File: config.mk
export PLATFORM = sky130hd
export DESIGN_NAME = imem_fetch_controller
export DESIGN_NICKNAME = d
export VERILOG_FILES = /design/src/rtl/imem_fetch_controller.sv
export SDC_FILE = /design/constraint.sdc
export NUM_CORES = 1
export LEC_CHECK = 0
export CORE_MARGIN = 3
export CORE_UTILIZATION = 42
export CTS_CLUSTER_SIZE = 40
export DETAILED_ROUTE_END_ITERATION = 16
export GPL_ROUTABILITY_DRIVEN = 0
export GPL_TIMING_DRIVEN = 0
export PLACE_DENSITY = 0.83
export SYNTH_ARGS = -nofsm -noshare
export SYNTH_HDL_FRONTEND = slang
export SYNTH_SLANG_ARGS = --single-unit
File: constraint.sdc
create_clock -name clk -period 1.8 [get_ports clk]
set_clock_uncertainty 0.05 [all_clocks]
set_input_delay 0.18 -clock clk [delete_from_list [all_inputs] [get_ports clk]]
set_output_delay 0.18 -clock clk [all_outputs]
set_load 0.005 [all_outputs]
File: src/rtl/imem_fetch_controller.sv
// Instruction-memory sequencer: arbitrates loader byte writes against CPU fetches
// and assembles four consecutive byte reads into one big-endian 32-bit word.
module imem_fetch_controller #(
  parameter int unsigned MEM_ADDR_SIZE = 6
) (
  input  logic                     clk,
  input  logic                     rst,
  input  logic                     fetch_req,
  input  logic [MEM_ADDR_SIZE-1:0] fetch_addr,
  output logic                     fetch_ready,
  output logic                     fetch_valid,
  output logic [31:0]              fetch_data,
  input  logic                     load_valid,
  input  logic [MEM_ADDR_SIZE-1:0] load_addr,
  input  logic [7:0]               load_data,
  output logic                     load_ready,
  output logic [MEM_ADDR_SIZE-1:0] mem_addr,
  output logic                     mem_we,
  output logic [7:0]               mem_wdata,
  input  logic [7:0]               mem_rdata,
  output logic                     busy
);

  localparam int unsigned AW = MEM_ADDR_SIZE;

  localparam logic [1:0] ST_IDLE = 2'd0;
  localparam logic [1:0] ST_READ = 2'd1;
  localparam logic [1:0] ST_DONE = 2'd2;

  logic [1:0]    state_q, state_d;
  logic [1:0]    cnt_q, cnt_d;
  logic [AW-1:0] base_q, base_d;
  // Only the low three bytes of the shift register ever feed the next word.
  logic [23:0]   shift_q, shift_d;
  logic [31:0]   fetch_data_q, fetch_data_d;
  logic          fetch_valid_q, fetch_valid_d;
  logic          busy_q, busy_d;

  always_ff @(posedge clk or posedge rst) begin
    if (rst) begin
      state_q       <= ST_IDLE;
      cnt_q         <= 2'd0;
      base_q        <= '0;
      shift_q       <= 24'd0;
      fetch_data_q  <= 32'd0;
      fetch_valid_q <= 1'b0;
      busy_q        <= 1'b0;
    end else begin
      state_q       <= state_d;
      cnt_q         <= cnt_d;
      base_q        <= base_d;
      shift_q       <= shift_d;
      fetch_data_q  <= fetch_data_d;
      fetch_valid_q <= fetch_valid_d;
      busy_q        <= busy_d;
    end
  end

  // Next state, arbitration and memory port steering.
  always_comb begin
    state_d       = state_q;
    cnt_d         = cnt_q;
    base_d        = base_q;
    shift_d       = shift_q;
    fetch_data_d  = fetch_data_q;
    fetch_valid_d = 1'b0;
    fetch_ready   = 1'b0;
    load_ready    = 1'b0;
    mem_addr      = '0;
    mem_we        = 1'b0;
    mem_wdata     = 8'd0;

    case (state_q)
      ST_IDLE: begin
        load_ready  = ~rst;
        fetch_ready = ~rst & ~load_valid;
        if (load_valid && load_ready) begin
          mem_we    = 1'b1;
          mem_addr  = load_addr;
          mem_wdata = load_data;
        end else if (fetch_req && fetch_ready) begin
          base_d  = fetch_addr;
          cnt_d   = 2'd0;
          shift_d = 24'd0;
          state_d = ST_READ;
        end
      end
      ST_READ: begin
        // Address wraps modulo memory depth by truncation.
        mem_addr = base_q + AW'(cnt_q);
        shift_d  = {shift_q[15:0], mem_rdata};
        cnt_d    = cnt_q + 2'd1;
        if (cnt_q == 2'd3) begin
          fetch_data_d  = {shift_q, mem_rdata};
          fetch_valid_d = 1'b1;
          state_d       = ST_DONE;
        end
      end
      ST_DONE: begin
        state_d = ST_IDLE;
      end
      default: begin
        state_d = ST_IDLE;
      end
    endcase

    busy_d = (state_d != ST_IDLE);
  end

  assign fetch_data  = fetch_data_q;
  assign fetch_valid = fetch_valid_q;
  assign busy        = busy_q;

endmodule

Yosys cells after proc, flatten, opt, wreduce, memory -nomap -nowiden. Cells that the tools add are included.

Register bits after elaboration: 68. Input bits: 32.

$add $sub $neg: 2. Equal/unequal tests: 4. Multiplexer cells: 20. Bitwise operators: 4. Reductions and logical operators: 8.

Operators with widths (number): two-way mux 24 bit (2); case mux 24 bit (2 select lines) (1); two-way mux 8 bit (2); case mux 6 bit (2 select lines) (1); two-way mux 2 bit (5); case mux 2 bit (2 select lines) (2); adder 6 x 2 -> 6 bit (1); two-way mux 1 bit (6); two-way mux 6 bit (1); AND reduction 3 bit (2); inequality test 2 bit, second input constant (2); nonzero test 2 bit (2); inverter 1 bit (3); adder 2 x 1 -> 2 bit, second input constant (1); equality test 2 x 1 -> 1 bit, second input constant (1); equality test 2 bit, second input constant (1); logical AND 1 bit (2); logical NOT 2 bit (1); AND reduction 2 bit (1); AND 1 bit (1).

Depth between registers and ports, before layout.
Word-level depth: 7. Gate-level depth with buffers: 5. Gate-level depth less buffers: 5.

Worst setup path after synthesis. Ideal clock, no wire load.

Kind: reg-to-output. Start: register cnt_q[0]. End: output port mem_addr[4]. Data arrival time: 1.332 ns. Data required time: 1.570 ns. Setup slack: 0.238 ns. Cell stages (with the launch flop): 6. Path through: dfrtp_1 ha_1 fa_1 nand3_1 xor2_1 o21ai_0.

Longest elaborated chain between the ends: 2.

Ends and longest elaborated chain: from (decl) (RTL line 31) `logic [1:0] cnt_q, cnt_d;`; from (signal assigned) (RTL line 50) `cnt_q <= cnt_d;`; adder 6 x 2 -> 6 bit (RTL line 90) `mem_addr = base_q + AW'(cnt_q);`; case mux 6 bit (2 select lines) (RTL line 73) `case (state_q)`; to (decl) (RTL line 17) `output logic [MEM_ADDR_SIZE-1:0] mem_addr,`.

No other way between the ends.

Worst setup path in the final report.
Start: register state_q[1]. End: output port mem_addr[4].

Longest elaborated chain between the ends: 2.

Ends and longest elaborated chain: from (decl) (RTL line 30) `logic [1:0] state_q, state_d;`; from (signal assigned) (RTL line 49) `state_q <= state_d;`; equality test 2 x 1 -> 1 bit or logical NOT 2 bit (tied branches) (RTL line 73); case mux 6 bit (2 select lines) * (RTL line 73).

Mark *: on every way between the ends. The rest lies on a longest branch, timed or not.

==> results.md <==
* Root buffer cell: clkbuf_8
* First-pass GRT wire length at 10700 um
* Syn avg cell area at 14.9 um^2
* WP data arrival at 1.74 ns
* Seq/Total Area, Yosys at 61.3%
* Residual DRC count at 0
* CTS H-tree depth at 3
* Post-Synthesis Cells at 186
* Setup ws final at -0.170 ns
* Vias in the first global route at 2153
* Slowest stage delay, CP at 0.46 ns
* CTS tree: built
* Slew margin rel. at 56.0%
* Cell Chain, Critical Path: nor4b_4 -> buf_4 -> buf_6 -> buf_6 -> nand2_1 -> o21ai_1 -> buf_2
* Worst Max-Slew Pin Slew at 0.658 ns
* GRT Overall Usage at 18.8%
* Port bufs at 82
* Startpoint types: register
* Max Cap Viol at 0
* Post-synth cell types at 31
* Via Count at 2003
* Hold-fix buffers, CTS at 0
* Pwr dens at 1700 nW/um^2
* Worst path top cell family by delay: buffers and inverters
* CP Max Fanout at 5
* DRT Pass-1 Iters at 4
* Wire per inst at 17.8 um
* DIE AREA at 7620 um^2
* Slowest cell on the critical path: dfrtp_2
* Post-DP HPWL at 4490 um
* Total power at 7.03 mW
* Crit Path Category: reg2out
* Final min period at 1.97 ns
* Worst-skew pair later-pin latency at 0.34 ns
* Clock Pin Slew Worst Setup and Hold Paths at 0.07 ns
* Fill cells at 451
* Share of cells above drive strength 1 at 35.0%
* Unrepaired setup endpoints after global routing: yes
* Fmax at 508 MHz
* Peak VDD IR at 0.972 mV
* Fin. Hold Viols at 0
* Antenna viol nets, final at 0
* Number of synthesized register bits at 68
* Final Cycle Share at 109%
* Final net count at 331
* Std cell rows at 28
* Synth Cell Area at 2770 um^2
* Clk buf depth at 2
* Syn nets at 222
* Initial antenna violation count at 0
* Failing checks: negative setup slack
* Final core utilization at 67.0%
* Status: finished with violations
* Commonest non-fill, non-tap cells in the layout: dfrtp_1 (66), clkdlybuf4s50_1 (64), a22o_1 (27)
* Die X at 87.3 um
* Clk sinks at 68
* Largest net degree at the start of global routing at 40
* Num CTS Buffers at 9
* Max Transition Viols Final at 0
* Hold Path Class: in2async
* Required time of the critical path at 1.57 ns
* Warnings from Yosys at 0
* DRT Wirelength at 6660 um
* Ant diodes at 0
* Die Y at 87.3 um
* I/O pin count at 83
* Setup TNS at -1.19 ns
* Core Area at 6170 um^2
* Setup Viol. Count Final at 11
* Synth-to-Final Area Change at 49.0%
* CP endpoint kind: primary output
* Post-placement worst setup slack at -0.697 ns
* DRT iter0 DRCs at 62
* Most common cell after layout, fill and taps aside: dfrtp_1
* Vias/cell at 5.34
* Grt total ovfl at 0
* Initial Utilization at 45.0%
* Cell mode on critical path: buf_6
* Leak at 1.91 nW
* Critical path buffers and inverters at 4
* Worst reg2reg setup slack at 0.04 ns
## worst reg2reg max path, cell delays in order (launching register included)
cell	delay, ns
dfrtp_1	0.40
buf_6	0.14
buf_4	0.10
ha_1	0.20
nand2_4	0.12
inv_4	0.16
buf_8	0.18
mux2_4	0.31
## timing repair
item	in CTS	in global routing
endpoints found under the hold margin	0	0
buffers inserted	15	2
setup endpoints to repair	16	15
resized for setup	92	11
pin swaps	16	7
## layer usage
metal	GRT usage (%)	part of all wire [%]	vias up
met5	0	0	-
met4	6.42	1.1	0
met3	6.81	5.8	10
met2	30.6	49	70
met1	23.1	44	1025
li1	-	-	898
## cell type report
class / instances / area [um^2] / area share [%]
repair buffers: 98 / 928 / 22.5
clock inverters: 6 / 86.3 / 2.09
clock buffers: 10 / 138 / 3.33
plain buffers: 8 / 77.6 / 1.88
inverters: 5 / 25.0 / 0.606
well taps: 75 / 93.8 / 2.27
flip-flops and latches: 68 / 1700 / 41.2
multi-input cells: 105 / 1080 / 26.1
## cell usage after synthesis
cell type	instances	area share, %
a21oi_1	1	0.18
a22o_1	27	8.5
and2_1	8	1.8
and2b_4	1	0.36
buf_2	4	0.72
buf_4	1	0.27
buf_6	1	0.41
clkbuf_1	2	0.27
dfrtp_1	68	61
fa_1	1	0.72
ha_1	3	1.4
inv_1	4	0.54
inv_4	1	0.23
mux2_1	10	4.1
mux2_2	20	8.1
mux2_4	9	4.9
nand2_1	4	0.54
nand2_4	1	0.41
nand2b_1	1	0.23
nand3_1	4	0.72
nand3b_1	1	0.27
nor3_2	1	0.36
nor3b_1	1	0.27
nor4_1	1	0.23
nor4b_2	1	0.54
o211ai_1	2	0.54
o21ai_0	3	0.54
o21bai_2	1	0.41
or4_1	2	0.54
xnor2_1	1	0.32
xor2_1	1	0.32
## power breakdown
part / internal [mW] / total, mW / leakage (nW) / switching (mW)
Sequential: 2.19 / 2.68 / 0.852 / 0.492
Combinational: 1.88 / 2.96 / 0.949 / 1.08
Clock: 0.817 / 1.39 / 0.113 / 0.570
## sequential cells by signal, indices dropped and copies added (netlist names)
signal	cells
busy	1
base_q	6
shift_q	24
state_q	2
cnt_q	2
fetch_valid	1
fetch_data	32
## logic make-up (layout without fill, tap and decap cells)
family	count (synthesis)	in the layout	synth area share (%)
AOI/OAI and AO/OA	34	34	10.2
xor gates and xnor gates	2	2	0.632
adders and majority gates	4	4	2.08
buffers and inverters	13	127	2.44
DFF	68	68	61.3
muxes	39	39	17.1
and+or+nand+nor	26	26	6.27
## metrics by stage
stage,hold WS (ns),cell area (um^2),instances
detailed placement,0.431,3710,344
global route,0.197,4130,375
floorplan,0.262,2780,186
finish,0.164,4130,375
global placement,0.426,3690,343
CTS,0.159,4100,375
## worst paths after layout
path / start / to / cells past startpoint
setup / recovery: state_q[1] / mem_addr[4] / 7
hold / removal: rst / fetch_data[29] / 2
setup reg to reg: cnt_q[1] / fetch_data[2] / 7
hold reg to reg: fetch_data[22] / fetch_data[22] / 1
max in group asynchronous: rst / state_q[1] / 3
min in group clk: fetch_addr[2] / base_q[2] / 2
Note: power is estimated with default switching activity, not from simulation.
